`src/rtl/jk_ff_bank.sv`:
```
// jk_ff_bank: WIDTH JK flops behind one clock, usable as JK cells, up/down counter or shift register.
// Define JK_FF_BANK_SAT_EN to make the count modes saturate instead of wrapping.
module jk_ff_bank #(
  parameter int               WIDTH   = 4,
  parameter logic [WIDTH-1:0] RST_VAL = {WIDTH{1'b0}}
) (
  input  logic             clk,
  input  logic             rst,
  input  logic             en,
  input  logic             load,
  input  logic [WIDTH-1:0] d,
  input  logic [1:0]       mode,
  input  logic [WIDTH-1:0] j,
  input  logic [WIDTH-1:0] k,
  output logic [WIDTH-1:0] q,
  output logic [WIDTH-1:0] qb,
  output logic             tc
);

  typedef enum logic [1:0] {
    MODE_JK    = 2'b00,
    MODE_UP    = 2'b01,
    MODE_DOWN  = 2'b10,
    MODE_SHIFT = 2'b11
  } mode_e;

  mode_e            modeSel;
  logic [WIDTH-1:0] q_q;
  logic [WIDTH-1:0] q_d;
  logic [WIDTH-1:0] onesBelow;
  logic [WIDTH-1:0] zerosBelow;
  logic [WIDTH-1:0] shiftSrc;
  logic [WIDTH-1:0] jEff;
  logic [WIDTH-1:0] kEff;
  logic [WIDTH-1:0] jkNext;
  logic             allOnes;
  logic             allZeros;
  logic             upHold;
  logic             downHold;

  assign modeSel  = mode_e'(mode);
  assign shiftSrc = {q_q[WIDTH-2:0], j[0]};

  // Ripple of "all lower bits are 1/0": the toggle condition of each counter stage.
  always_comb begin : prefixChain
    logic onesAcc;
    logic zerosAcc;
    onesAcc    = 1'b1;
    zerosAcc   = 1'b1;
    onesBelow  = '0;
    zerosBelow = '0;
    for (int i = 0; i < WIDTH; i++) begin
      onesBelow[i]  = onesAcc;
      zerosBelow[i] = zerosAcc;
      onesAcc       = onesAcc & q_q[i];
      zerosAcc      = zerosAcc & ~q_q[i];
    end
    allOnes  = onesAcc;
    allZeros = zerosAcc;
  end

`ifdef JK_FF_BANK_SAT_EN
  assign upHold   = allOnes;
  assign downHold = allZeros;
`else
  assign upHold   = 1'b0;
  assign downHold = 1'b0;
`endif

  // Every mode is expressed as J/K drive so all bits share the same JK cell update.
  always_comb begin
    jEff = '0;
    kEff = '0;
    case (modeSel)
      MODE_JK: begin
        jEff = j;
        kEff = k;
      end
      MODE_UP: begin
        if (!upHold) begin
          jEff = onesBelow;
          kEff = onesBelow;
        end
      end
      MODE_DOWN: begin
        if (!downHold) begin
          jEff = zerosBelow;
          kEff = zerosBelow;
        end
      end
      MODE_SHIFT: begin
        jEff = shiftSrc;
        kEff = ~shiftSrc;
      end
      default: begin
        jEff = '0;
        kEff = '0;
      end
    endcase
  end

  always_comb begin
    jkNext = q_q;
    for (int i = 0; i < WIDTH; i++) begin
      case ({jEff[i], kEff[i]})
        2'b00:   jkNext[i] = q_q[i];
        2'b01:   jkNext[i] = 1'b0;
        2'b10:   jkNext[i] = 1'b1;
        default: jkNext[i] = ~q_q[i];
      endcase
    end
  end

  always_comb begin
    q_d = q_q;
    if (load) begin
      q_d = d;
    end else if (en) begin
      q_d = jkNext;
    end
  end

  always_ff @(posedge clk or negedge rst) begin
    if (!rst) begin
      q_q <= RST_VAL;
    end else begin
      q_q <= q_d;
    end
  end

  assign q  = q_q;
  assign qb = ~q_q;
  assign tc = ((modeSel == MODE_UP) && allOnes) || ((modeSel == MODE_DOWN) && allZeros);

endmodule
```
`config.mk`:
```
export PLATFORM = sky130hd
export DESIGN_NAME = jk_ff_bank
export DESIGN_NICKNAME = d
export VERILOG_FILES = /design/src/rtl/jk_ff_bank.sv
export SDC_FILE = /design/constraint.sdc
export NUM_CORES = 1
export LEC_CHECK = 0
export CAP_MARGIN = 20
export CORE_MARGIN = 2
export CORE_UTILIZATION = 45
export CTS_CLUSTER_SIZE = 20
export DETAILED_ROUTE_END_ITERATION = 6
export HOLD_SLACK_MARGIN = 0.1
export PLACE_DENSITY = 0.84
export SETUP_SLACK_MARGIN = 0.05
export SLEW_MARGIN = 20
export SYNTH_ARGS = -nofsm -noshare
export SYNTH_HDL_FRONTEND = slang
export SYNTH_SLANG_ARGS = --single-unit
export TNS_END_PERCENT = 5
```
`constraint.sdc`:
```
create_clock -name clk -period 4.6 [get_ports clk]
set_input_delay 0.69 -clock clk [delete_from_list [all_inputs] [get_ports clk]]
set_output_delay 0.69 -clock clk [all_outputs]
set_load 0.1 [all_outputs]
```
Word level (Yosys, flattened, before mapping)
Cells that the tools add are included.
{ "op_classes": {"n_reduce_logical": 13, "n_bitwise": 12, "mux": 8, "eq_ne": 15} }
{ "ops": {"columns": ["op", "count"], "rows": [
  ["case mux 4 bit (4 select lines)", 2],
  ["== test 2 bit, second input constant", 6],
  ["case mux 1 bit (3 select lines)", 4],
  ["== test 2 x 1 -> 1 bit, second input constant", 5],
  ["zero test 2 bit", 5],
  ["two-way mux 4 bit", 2],
  ["inequality test 2 bit, second input constant", 4],
  ["NOT 4 bit", 2],
  ["AND reduction 2 bit", 4],
  ["bitwise AND 1 bit", 6],
  ["NOT 1 bit", 4],
  ["logical AND 1 bit", 2],
  ["nonzero test 2 bit", 1],
  ["logical OR 1 bit", 1]
]} }
{ "word_totals": {"register_bits": 4, "output_inout_bits": 9, "inputBits": 18, "elab_cells": 52} }

Depth between registers and ports, before layout
Gate-level depths: netlist of the first run.
{ "depth": {"depth_word": 8, "ltp_mapped": 8, "mapped_depth_nobuf": 7} }

Worst setup path before layout of the first run
OpenSTA, ideal clock, no wires.
{ "synth_timing": {"path_kind": "register to output", "start": "register q_q[2], in the netlist q[2]", "end": "output port tc", "slack_ns": 1.080, "path_stages_with_launch": 4, "t_required_ns": 3.910, "t_arrival_ns": 2.830, "path_buffers": 0, "path_cell_list": "dfrtp_1 > inv_1 > nor3_1 > a22o_1"} }
{ "synth_via": {"elab_chain_cells": 5, "word_cells_on_any_way": 8, "cone_classes": "5 x bitwise; 3 x reduce/logical"} }
{ "synth_lines": {"columns": ["element", "line_no", "text"], "rows": [
  ["start, declared", "28", "logic [WIDTH-1:0] q_q;"],
  ["start signal, assigned", "127", "q_q <= q_d;"],
  ["NOT 1 bit", "56", "zerosAcc = zerosAcc & ~q_q[i];"],
  ["bitwise AND 1 bit (2 in series)", "56", null],
  ["logical AND 1 bit", "133", "assign tc = ((modeSel == MODE_UP) && allOnes) || ((modeSel == MODE_DOWN) && allZeros);"],
  ["logical OR 1 bit *", "133", null],
  ["end, declared", "17", "output logic tc"]
]} }
Every way passes the cells marked *; elsewhere a longest branch is shown, timed or not.

Worst setup path after layout of the first run
{ "layout_timing": {"start": "input port mode[0]", "end": "output port tc"} }
{ "layout_via": {"elab_chain_cells": 3, "word_cells_on_any_way": 5, "cone_classes": "2 x eq/ne; 3 x reduce/logical"} }
{ "layout_lines": {"columns": ["element", "line_no", "text"], "rows": [
  ["start, declared", "12", "input logic [1:0] mode,"],
  ["== test 2 x 1 -> 1 bit or == test 2 bit (tied branches)", "133", null],
  ["logical AND 1 bit", "133", null],
  ["logical OR 1 bit *", "133", null]
]} }
Marks and branches as above.

==> results of run 1 <==
final timing paths:
kind,start,to,slack [ns],cells past startpoint
setup / recovery,mode[0],tc,1.49,5
hold / removal,rst,q[0],0.65,1
setup reg to reg,q[0],q[3],2.43,7
hold reg to reg,q[3],q[3],0.67,2
max in group asynchronous,rst,q[3],3.77,1
min in group clk,q[3],q[3],0.67,2
synthesized netlist by cell type (all sizes together), types with 3 or more instances:
cell / n
nand3: 3
nand2b: 4
dfrtp: 4
o311ai: 3
nand2: 6
ha: 8
o2111ai: 3
buf: 5
inv: 11
a21oi: 3
and3: 4
o21ai: 5
nor2b: 3
nor2: 5
cell type report:
class	instances	area share, %
Sequential cell	4	11.1
Tap cell	15	2.08
Clock buffer	3	2.49
Inverter	11	4.57
Multi-Input combinational cell	65	51.2
Timing Repair Buffer	26	28.5
routing by layer:
metal	GRT usage [%]	vias up	wire length, um
li1	-	354	-
met1	22.6	303	710
met2	35.3	21	771
met3	0.870	2	65
met4	8.39	0	17
met5	0	-	0
logic make-up (layout without fill, tap and decap cells):
kind of cell | Yosys count | count (layout) | share of synthesized area, %
adders and majority gates | 8 | 8 | 15.7
and+or+nand+nor | 34 | 34 | 30.0
buffers and inverters | 16 | 40 | 11.8
DFF | 4 | 4 | 15.7
AOI/OAI and AO/OA | 23 | 23 | 26.9
metrics by stage:
step	std cells	worst slack, ns	area [sq um]	power [mW]
CTS	124	1.49	903	0.277
global placement	121	1.51	881	0.222
floorplan	85	1.08	638	0.180
finish	124	1.49	903	0.276
detailed placement	121	1.43	881	0.227
global route	124	1.29	903	0.291
report_power, final:
group          switching [mW]  leakage, nW  internal [mW]
sequential            0.00963       0.0480         0.0403
clock                  0.0196       0.0138         0.0295
combinational           0.119        0.333         0.0573
total                   0.148        0.395          0.127
critical path: cells and delay by family:
kind / cells / cell delay, ns
AOI/OAI and AO/OA: 1 / 0.19
and+or+nand+nor: 2 / 0.48
buffers and inverters: 2 / 1.06
==> run_results.csv, run 1 <==
group,metric,value,unit
cells_and_area,fill_cells,128,
yosys,synthesis.area,638,sq um
detailed_routing,via_count,680,
job,maxCapViolCount,0,
timing,fmax,321,MHz
floorplanning,die_h,41.7,um
global_route,grt_overflow,0,
placed_design,io_buffer_count,26,
yosys,syn_inst,85,
timing,fin_crit_sh,67.6,%
global_route,grt_pass1_wl,2.66,mm
timing,max_slew_margin,35.2,%
yosys,synth.distinct_cells,34,
yosys,synth_top_area_share,15.7,%
timing,tns,0,ns
cells_and_area,multi_input_area,463,sq um
run_status,outcome,"finished, final reports clean",
clocking,cts_max_path_buffers,2,
yosys,yosysWarnings,0,
timing,timing.hold.ws,0.651,ns
global_route,track_usage,19.2,%
placed_design,place_congestion,0.771,
floorplanning,coreArea,1320,sq um
floorplanning,top_level_ports,27,
clocking,cts.sinks,4,
pwr,power.density,305,nW/um^2
clocking,root_buffer,"clkbuf_4",
timing,grt_setup_unrepaired,"no",
clocking,path_clk_slew,0.05,ns
yosys,synth_fp_nets,111,
yosys,synth_seq_cells,4,
floorplanning,placement_rows,13,
detailed_routing,drt.antenna.violating_nets,0,
yosys,ys.flop_type,"dfrtp_1",
detailed_routing,drt_iter0_drc,19,
cells_and_area,final_cell_mix,"25 x clkdlybuf4s50_1, 11 x inv_1, 8 x ha_1, 6 x nand2_1, 5 x nor2_1",
timing,period_needed,3.11,ns
timing,fin_skew,0.00630,ns
min_path,hold_path_class,"input port to async pin",
clocking,tritoncts,"built",
floorplanning,dieArea,1740,sq um
yosys,ys_async_sr_fraction,100,%
yosys,seq_area_frac_synth,15.7,%
timing,setup_viol,0,
floorplanning,initial_core_util,48.4,%
detailed_routing,postRouteWirelength,1.56,mm
cells_and_area,areaGrowthSynthToFinish,41.6,%
worst_setup_path,cp_data_required_time,3.91,ns
worst_setup_path,cp.arrival,2.42,ns
worst_setup_path,crit_type,"input port to output port",
clocking,htreeDepth,1,
yosys,yosysTopAreaCell,"dfrtp_1",
worst_setup_path,critPathCaptureType,"output port",
cells_and_area,diodes,0,
yosys,yosys-top-cells-area,"dfrtp_1 16%, ha_1 16%, inv_1 6.5%, o2111ai_1 4.1%, o311ai_0 4.1%",
worst_setup_path,path_max_fanout,16,
timing,drv_slew,0,
clocking,postCtsHoldBufs,0,
cells_and_area,largest_reg_flops,4,
clocking,post_cts_resized,0,
cells_and_area,mostFrequentLayoutCell,"clkdlybuf4s50_1",
detailed_routing,viasPerCell,5.48,
yosys,synth.avg_cell_area,7.51,sq um
worst_setup_path,worst_path_max_delay_cell,"clkdlybuf4s50_1",
floorplanning,die_w,41.7,um
pwr,ir_worst_vdd,0.000160,V
detailed_routing,drc_errors,0,
clocking,cts_made_buffers,3,
placed_design,dp_hpwl,1.25,mm
global_route,grt_max_degree,17,
worst_setup_path,slowest_delay,0.78,ns
yosys,synth_edf_count,0,
detailed_routing,drt-pass1-iter-count,4,
cells_and_area,seq_area,100,sq um
pwr,leakagePower,0.395,nW
cells_and_area,final_util,68.6,%
worst_setup_path,path_cells,"clkdlybuf4s50_1 > nand3_1 > nor3_1 > a22o_1 > buf_4",
timing,report.final.hold_viol_count,0,
cells_and_area,nNetsFinal,137,
cells_and_area,drive_gt1_share,8.26,%
timing,tightestPinTransition,0.969,ns
worst_setup_path,startpoint_type,"input port",
clocking,cts_setup_buffers,0,
global_route,grt_pass1_vias,634,
global_route,antenna_found_initial,0,
clocking,clock_latency,0.25,ns
detailed_routing,avgRoutedWirePerCell,12.6,um
No activity file was read; power rests on OpenSTA's default activity.
==> run 2: changes to the inputs <==
Settings changed: CORE_UTILIZATION 45 to 37, PLACE_DENSITY 0.84 to 0.74.
Clock period 4.6 ns to 2.7 ns, I/O delays scaled along.
==> run_results.csv, run 2 (synthesized netlist as in run 1, its figures left out) <==
group,metric,value,unit
global_route,grt_overflow,0,
placed_design,io_buffer_count,26,
clocking,cts_max_path_buffers,2,
clocking,cts_made_buffers,3,
worst_setup_path,slowest_delay,0.61,ns
cells_and_area,diodes,0,
cells_and_area,largest_reg_flops,4,
global_route,grt_pass1_vias,699,
detailed_routing,drt-pass1-iter-count,4,
detailed_routing,postRouteWirelength,1.63,mm
timing,period_needed,2.46,ns
cells_and_area,final_cell_mix,"17 x clkdlybuf4s50_1, 16 x buf_4, 9 x inv_1, 8 x ha_1, 6 x nand2_1",
clocking,root_buffer,"clkbuf_4",
worst_setup_path,path_max_fanout,8,
cells_and_area,drive_gt1_share,25.4,%
cells_and_area,nNetsFinal,145,
timing,tightestPinTransition,0.425,ns
run_status,outcome,"finished, final reports clean",
timing,setup_viol,0,
min_path,hold_path_class,"input port to async pin",
worst_setup_path,critPathCaptureType,"register",
detailed_routing,via_count,739,
floorplanning,initial_core_util,38.2,%
floorplanning,coreArea,1670,sq um
placed_design,place_ws,-0.00777,ns
worst_setup_path,crit_type,"input port to register",
cells_and_area,areaGrowthSynthToFinish,53.3,%
timing,fin_skew,0.0122,ns
cells_and_area,mostFrequentLayoutCell,"clkdlybuf4s50_1",
floorplanning,placement_rows,15,
floorplanning,top_level_ports,27,
clocking,cts.sinks,4,
cells_and_area,fill_cells,155,
clocking,path_clk_slew,0.05,ns
worst_setup_path,cp.arrival,2.56,ns
worst_setup_path,startpoint_type,"input port",
global_route,grt_max_degree,12,
timing,fmax,406,MHz
global_route,antenna_found_initial,0,
timing,fin_ws,0.238,ns
timing,fin_crit_sh,91.2,%
global_route,track_usage,18.0,%
clocking,post_cts_resized,0,
job,maxCapViolCount,0,
clocking,postCtsHoldBufs,0,
floorplanning,die_h,45.5,um
timing,max_slew_margin,70.9,%
placed_design,place_congestion,0.814,
detailed_routing,drt.antenna.violating_nets,0,
global_route,grt_pass1_wl,2.75,mm
clocking,htreeDepth,1,
floorplanning,die_w,45.5,um
detailed_routing,drt_iter0_drc,15,
worst_setup_path,worst_path_max_delay_cell,"clkdlybuf4s50_1",
clocking,cts_setup_buffers,0,
pwr,power.density,500,nW/um^2
floorplanning,dieArea,2070,sq um
timing,drv_slew,0,
worst_setup_path,cp_data_required_time,2.80,ns
clocking,tritoncts,"built",
pwr,leakagePower,0.435,nW
placed_design,dp_hpwl,1.34,mm
detailed_routing,drc_errors,0,
timing,report.final.hold_viol_count,0,
worst_setup_path,path_cells,"clkdlybuf4s50_1 > nor2_1 > a221oi_1 > ha_1 > and4b_1 > a2111oi_0 > a21oi_1",
timing,tns,0,ns
worst_setup_path,crit_start,"mode[0]",
timing,grt_setup_unrepaired,"no",
pwr,ir_worst_vdd,0.000177,V
timing,timing.hold.ws,0.373,ns
detailed_routing,viasPerCell,5.47,
detailed_routing,avgRoutedWirePerCell,12.1,um
worst_setup_path,r2r-start,"q[0]",
clocking,clock_latency,0.24,ns
-- run 2: cell types whose count changed in the layout (fill, tap and decap cells not counted), sizes merged --
cell / previous run / this run
buf: 1 / 17
clkdlybuf4s50: 25 / 17
clkinvlp: 0 / 2
inv: 11 / 9
clkbuf: 3 / 4
-- run 2: cell type report --
type	instances	area [sq um]	share of cell area, %
clock buffer	4	26.3	2.69
tap	17	21.3	2.17
sequential	4	108	11.0
multi-input combinational	65	464	47.4
timing repair buffer	34	310	31.7
inverter	11	48.8	4.99
-- run 2: metrics by stage --
step / util (%) / cell area, sq um / std cells / power (mW)
floorplan: - / 654 / 85 / 0.314
global placement: 57.0 / 952 / 131 / 0.400
detailed placement: 57.0 / 952 / 131 / 0.405
CTS: 58.6 / 978 / 135 / 0.496
global route: 58.6 / 978 / 135 / 0.522
finish: 58.6 / 978 / 135 / 0.489
-- run 2: layer usage --
metal / share of wire [%] / wire [um] / GRT usage (%) / vias to the layer above
li1: - / - / - / 376
met1: 41 / 663 / 19.2 / 336
met2: 54 / 872 / 35.2 / 25
met3: 5.2 / 84 / 1.59 / 2
met4: 0.43 / 7 / 7.06 / 0
met5: 0 / 0 / 0 / -
-- run 2: worst max-delay path, delay by kind of cell --
| family | cells | cell delay, ns |
|---|---|---|
| AOI/OAI and AO/OA | 3 | 0.88 |
| buffers and inverters | 1 | 0.61 |
| adders and majority gates | 1 | 0.31 |
| and+or+nand+nor | 2 | 0.35 |
-- run 2: worst paths after layout --
kind                        end  slack [ns]  depth (start not counted)
setup / recovery           q[1]        0.24                          7
hold / removal             q[2]        0.37                          1
setup reg to reg           q[1]        0.56                          7
hold reg to reg            q[3]        0.69                          2
max in group asynchronous  q[0]        2.12                          1
min in group clk           q[3]        0.69                          2
-- run 2: report_power, final --
part / switching, mW / internal (mW) / leakage, nW
Combinational: 0.206 / 0.107 / 0.374
Clock: 0.0304 / 0.0558 / 0.0150
Sequential: 0.0185 / 0.0716 / 0.0457
Total: 0.255 / 0.234 / 0.435
==> run 3: changes to the inputs <==
Settings changed: ABC_CLOCK_PERIOD_IN_PS from default to 2700.
==> results of run 3 <==
Final layout, timing and power as in run 2 (identical DEF).
